<file path="config.mk">
export PLATFORM = sky130hd
export DESIGN_NAME = pwm_output_stage_flat
export DESIGN_NICKNAME = d
export VERILOG_FILES = /design/src/rtl/pwm_output_stage_if.sv /design/src/rtl/pwm_output_stage.sv /design/src/flat_wrapper.sv
export SDC_FILE = /design/constraint.sdc
export NUM_CORES = 1
export LEC_CHECK = 0
export ABC_AREA = 1
export CAP_MARGIN = 25
export CORE_MARGIN = 4
export CORE_UTILIZATION = 45
export CTS_CLUSTER_SIZE = 8
export DETAILED_ROUTE_END_ITERATION = 8
export PLACE_DENSITY = 0.79
export RECOVER_POWER = 100
export SYNTH_ARGS = -nofsm -noshare
export SYNTH_HDL_FRONTEND = slang
export SYNTH_SLANG_ARGS = --single-unit
</file>
<file path="constraint.sdc">
create_clock -name clk -period 2.2 [get_ports clk]
set_clock_uncertainty 0.1 [all_clocks]
set_input_delay 0.33 -clock clk [delete_from_list [all_inputs] [get_ports clk]]
set_output_delay 0.33 -clock clk [all_outputs]
set_load 0.005 [all_outputs]
</file>
<file path="src/rtl/pwm_output_stage_if.sv">
// Configuration and drive bundle between the SPI register file and the PWM output stage.
// The register file is the master; the output stage is the slave.
interface pwm_output_stage_if;
  logic [7:0] en_reg_out_7_0;
  logic [7:0] en_reg_out_15_8;
  logic [7:0] en_reg_pwm_7_0;
  logic [7:0] en_reg_pwm_15_8;
  logic [7:0] pwm_duty_cycle;
  logic [7:0] uo_out;
  logic [7:0] uio_out;
  logic       period_start;

  modport master (
    output en_reg_out_7_0, en_reg_out_15_8, en_reg_pwm_7_0, en_reg_pwm_15_8, pwm_duty_cycle,
    input  uo_out, uio_out, period_start
  );

  modport slave (
    input  en_reg_out_7_0, en_reg_out_15_8, en_reg_pwm_7_0, en_reg_pwm_15_8, pwm_duty_cycle,
    output uo_out, uio_out, period_start
  );
endinterface

</file>
<file path="src/rtl/pwm_output_stage.sv">
// Drives 16 outputs low, static high or from a shared 8-bit PWM waveform.
// The duty cycle is shadowed at the period wrap so that waveform changes never glitch.
module pwm_output_stage #(
  parameter int CLK_DIV = 13
) (
  input logic              clk,
  input logic              rst_n,
  pwm_output_stage_if.slave bus
);

  localparam int PRE_W = (CLK_DIV > 1) ? $clog2(CLK_DIV) : 1;
  localparam logic [PRE_W-1:0] PRE_MAX = PRE_W'(CLK_DIV - 1);

  generate
    if (CLK_DIV < 1 || CLK_DIV > 4096) begin : g_bad_div
      $error("pwm_output_stage: CLK_DIV must be in 1..4096");
    end
  endgenerate

  logic [PRE_W-1:0] pre;
  logic [7:0]       cnt;
  logic [7:0]       duty_sh;
  logic             wrap_d;
  logic [15:0]      out_q;
  logic             period_start_q;

  logic        tick;
  logic        wrap;
  logic        pwm_level;
  logic [15:0] out_en;
  logic [15:0] pwm_en;
  logic [15:0] out_next;

  assign tick      = (pre == PRE_MAX);
  assign wrap      = tick && (cnt == 8'hFF);
  assign pwm_level = (duty_sh == 8'hFF) | (cnt < duty_sh);

  assign out_en   = {bus.en_reg_out_15_8, bus.en_reg_out_7_0};
  assign pwm_en   = {bus.en_reg_pwm_15_8, bus.en_reg_pwm_7_0};
  assign out_next = out_en & ((pwm_en & {16{pwm_level}}) | ~pwm_en);

  // wrap_d delays the period marker so period_start lines up with the first
  // output cycle that reflects the new period's count and duty.
  always_ff @(posedge clk or negedge rst_n) begin
    if (!rst_n) begin
      pre            <= '0;
      cnt            <= '0;
      duty_sh        <= '0;
      wrap_d         <= 1'b0;
      out_q          <= '0;
      period_start_q <= 1'b0;
    end else begin
      pre <= tick ? '0 : pre + 1'b1;
      if (tick) begin
        cnt <= cnt + 8'd1;
      end
      if (wrap) begin
        duty_sh <= bus.pwm_duty_cycle;
      end
      wrap_d         <= wrap;
      period_start_q <= wrap_d;
      out_q          <= out_next;
    end
  end

  assign bus.uo_out       = out_q[7:0];
  assign bus.uio_out      = out_q[15:8];
  assign bus.period_start = period_start_q;

endmodule

</file>
<file path="src/flat_wrapper.sv">
// flat-port wrapper written by rule: the top's interface ports become plain ports
module pwm_output_stage_flat 
#(
  parameter int CLK_DIV = 13
)
  (clk, rst_n, bus_en_reg_out_7_0, bus_en_reg_out_15_8, bus_en_reg_pwm_7_0, bus_en_reg_pwm_15_8, bus_pwm_duty_cycle, bus_uo_out, bus_uio_out, bus_period_start);
  pwm_output_stage_if bus_i ();
  input logic clk;
  input logic rst_n;
  input wire logic [$bits(bus_i.en_reg_out_7_0)-1:0] bus_en_reg_out_7_0;
  input wire logic [$bits(bus_i.en_reg_out_15_8)-1:0] bus_en_reg_out_15_8;
  input wire logic [$bits(bus_i.en_reg_pwm_7_0)-1:0] bus_en_reg_pwm_7_0;
  input wire logic [$bits(bus_i.en_reg_pwm_15_8)-1:0] bus_en_reg_pwm_15_8;
  input wire logic [$bits(bus_i.pwm_duty_cycle)-1:0] bus_pwm_duty_cycle;
  output wire logic [$bits(bus_i.uo_out)-1:0] bus_uo_out;
  output wire logic [$bits(bus_i.uio_out)-1:0] bus_uio_out;
  output wire logic [$bits(bus_i.period_start)-1:0] bus_period_start;
  assign bus_i.en_reg_out_7_0 = bus_en_reg_out_7_0;
  assign bus_i.en_reg_out_15_8 = bus_en_reg_out_15_8;
  assign bus_i.en_reg_pwm_7_0 = bus_en_reg_pwm_7_0;
  assign bus_i.en_reg_pwm_15_8 = bus_en_reg_pwm_15_8;
  assign bus_i.pwm_duty_cycle = bus_pwm_duty_cycle;
  assign bus_uo_out = bus_i.uo_out;
  assign bus_uio_out = bus_i.uio_out;
  assign bus_period_start = bus_i.period_start;
  pwm_output_stage #(.CLK_DIV(CLK_DIV)) u_core (.clk(clk), .rst_n(rst_n), .bus(bus_i));
endmodule
</file>
==> impl_metrics.yaml <==
synth:
  async_reset_ff_share_pct: 100
  netlist-cell-type-count: 20
  ys_top_cells_by_count: "nand2_1, dfrtp_1, inv_1, nand3_1, ha_1"
  syn_area_per_cell_um2: 9.00
  syn-cell-area_um2: 1740
  synth.net_count: 245
  number_of_flip_flops_and_latches_in_the_synthesized_netlist: 38
  synth_cells: 193
  number_of_enable_flip_flop_cells_after_synthesis: 0
  synth_seq_area_share_pct: 54.7
  synth_largest_type_area_fraction_pct: 54.7
  ys.warnings.count: 0
  synth_largest_area_cell: "dfrtp_1"
  synth.area.top_cells: "dfrtp_1, nand2_1, inv_1, ha_1, nand3_1"
  dominantRegCellSynth: "dfrtp_1"
  post-synth-top-count-cell: "nand2_1"
sta:
  timing_worst_slew_pin_value_ns: 0.898
  whs_ns: 0.0620
  min_period_ns: 1.92
  hold_viol_final: 0
  max_freq_ghz: 0.520
  grt_setup_unrepaired: "false"
  maxSlewHeadroom_pct: 40.1
  finalSetupViolCount: 0
  totalNegativeSetupSlack_ns: 0
  timing_max_transition_violations_final: 0
  final_min_period_over_clock_period_pct: 87.4
cts:
  cts_inserted_buffers: 5
  clk_transition_reported_paths_ns: 0.07
  cts_tree: "done"
  max-clock-path-buffers: 2
  ctsRootBufferMaster: "clkbuf_8"
  cts-htree-levels: 2
  cts_repair_resize_count: 0
  postCtsSetupRepairBufs: 0
  clock_insertion_delay_worst_skew_ns: 0.28
  numClockSinks: 38
  cts_hold_buf: 0
setup_path:
  critPathArrivalTime_ns: 2.05
  path_cells: "ha_1 -> a21oi_1 -> nor2_1 -> nor3_1 -> nand2_1 -> nand3_1 -> nand2_1 -> inv_1"
  critical-path-slowest-cell: "dfrtp_1"
  cpMostUsedCell: "nand2_1"
  path_max_fanout: 16
  cpLargestDelayFamily: "simple AND/OR/NAND/NOR gates"
  cp_num_buf_inv: 1
  timing.critical_path.to_type: "flop"
  worst_r2r_startpoint: "u_core.cnt[5]"
  crit_path_start: "u_core.cnt[5]"
  cp_data_required_time_ns: 2.32
  cp-start-kind: "flop"
  timing_worst_setup_path_type: "reg2reg"
  cpPeakStageDelay_ns: 0.43
floorplan:
  die_width_um: 70.1
  placement_rows: 22
  full_die_area_um2: 4920
  core_um2: 3690
  start_util_pct: 47.1
  die_height_um: 70.1
  ioPinCount: 59
power:
  sequentialPowerShare_pct: 51.1
  cellPowerDensity_nw_per_um2: 569
  power.net_switching_uw: 264
  comb_power_share_pct: 8.8
  p_int_uw: 1140
  p_leak_uw: 0.00130
  pwr-share-clk_pct: 40.2
  switching_share_pct: 18.9
  vdd_ir_drop_max_mv: 0.359
detailed_routing:
  post_drt_via_cell_ratio: 4.56
  detailedRoute.firstPassIterationCount: 3
  wirelength_um: 3500
  wl_per_cell_um: 11.5
  dr.first_iter.drc_count: 79
  drt.antenna.violating_nets: 0
  drc_viols: 0
  dr_total_vias: 1391
flow_run:
  maxCapViolations: 0
placed_design:
  hpwlAfterDp_um: 2760
  place_congestion: 0.778
  dpl.cell_count: 297
  port_buffers: 58
layout:
  fillCellCount: 309
  diode_insertion_count_for_antenna_repair: 0
  seqCellArea_um2: 951
  final_cells: 305
  multi_input_area_um2: 636
  finalNetCount: 308
  drive_gt1_share_pct: 4.28
  syn2layout_area_growth_pct: 41.8
grt:
  gr-usage-all-layers_pct: 15.8
  first_pass_grt_wire_length_um: 6020
  antenna_violations_before_repair: 0
  global_route.overflow_total: 0
  largest_net_degree_at_the_start_of_global_routing: 39
  grt_pass1_vias: 1458
hold_path:
  hold_class: "in2async"
run_status:
  status: "finished, final reports clean"
[cells in the final DEF (no fill, tap or decap)]
| cell | count |
|---|---|
| a21oi_1 | 3 |
| bufinv_16 | 1 |
| clkbuf_1 | 2 |
| clkbuf_2 | 1 |
| clkbuf_8 | 5 |
| clkdlybuf4s50_1 | 40 |
| dfrtp_1 | 38 |
| dlygate4sd3_1 | 17 |
| ha_1 | 10 |
| inv_1 | 35 |
| inv_2 | 1 |
| nand2_1 | 61 |
| nand3_1 | 20 |
| nand4_1 | 1 |
| nor2_1 | 4 |
| nor2_4 | 2 |
| nor3_1 | 5 |
| nor3_4 | 1 |
| nor4_1 | 1 |
| o21ai_0 | 1 |
| xnor2_1 | 2 |
| xor2_1 | 6 |
[cells by family (layout without fill, tap and decap cells)]
logic type               Yosys count  in the layout  synth area share (%)
XOR/XNOR                           8              8                  4.03
AND/OR/NAND/NOR                   95             95                  24.6
flip-flops                        38             38                  54.7
adder cells (fa/ha/maj)           10             10                  7.20
buffers and inverters             38            102                  8.28
AO/OA/AOI/OAI                      4              4                  1.15
[registers in the layout (all words and copies together), names as in the netlist]
register	count
u_core.cnt	8
u_core.pre	4
u_core.out_q	16
u_core.duty_sh	8
u_core.wrap_d	1
u_core.bus.period_start	1
[final timing paths]
| check | endpoint | slack [ns] | depth (start not counted) |
|---|---|---|---|
| max in group asynchronous | u_core.out_q[1] | 1.38 | 1 |
| hold reg to reg | u_core.bus.period_start | 0.25 | 0 |
| setup / recovery | u_core.out_q[0] | 0.28 | 8 |
| min in group clk | u_core.bus.period_start | 0.25 | 0 |
| hold / removal | u_core.cnt[5] | 0.06 | 1 |
| setup reg to reg | u_core.out_q[0] | 0.28 | 8 |
[layout make-up]
type | count | area share, %
Tap cell | 48 | 2.44
Inverter | 36 | 5.49
Timing Repair Buffer | 58 | 23.4
Sequential cell | 38 | 38.6
Multi-Input combinational cell | 117 | 25.8
Clock buffer | 7 | 3.10
Clock inverter | 1 | 1.22
[metal layers]
metal  vias to the layer above  part of all wire, %  track usage [%]
met2                        49                   45             25.1
met1                       624                   40             16.4
met3                         6                   13             8.63
met4                         0                  2.1             8.94
li1                        712                    -                -
met5                         -                    0                0
[per-stage QoR]
step	area, µm²	worst slack, ns	total power, µW	utilization [%]
3_3_place_gp	2360	0.275	860	64.1
5_1_grt	2460	0.0713	1460	66.8
4_1_cts	2470	0.231	1430	67.0
3_5_place_dp	2360	0.263	862	64.1
6_report	2460	0.278	1400	66.8
2_1_floorplan	1740	0.584	744	-
[power groups by stage]
stage / clock network (µW) / logic [µW] / registers (µW)
after floorplan: 0 / 10.9 / 733
after global placement: 0 / 130 / 730
after detailed placement: 0 / 132 / 731
after CTS: 583 / 132 / 717
after global routing: 605 / 135 / 718
final: 563 / 123 / 716
[worst reg2reg max path: stages, from the launching register on]
cell and delay, ns:
dfrtp_1 0.43, ha_1 0.31, a21oi_1 0.16, nor2_1 0.05
nor3_1 0.16, nand2_1 0.36, nand3_1 0.19, nand2_1 0.06
inv_1 0.06
Power figures use the tool's default switching activity.
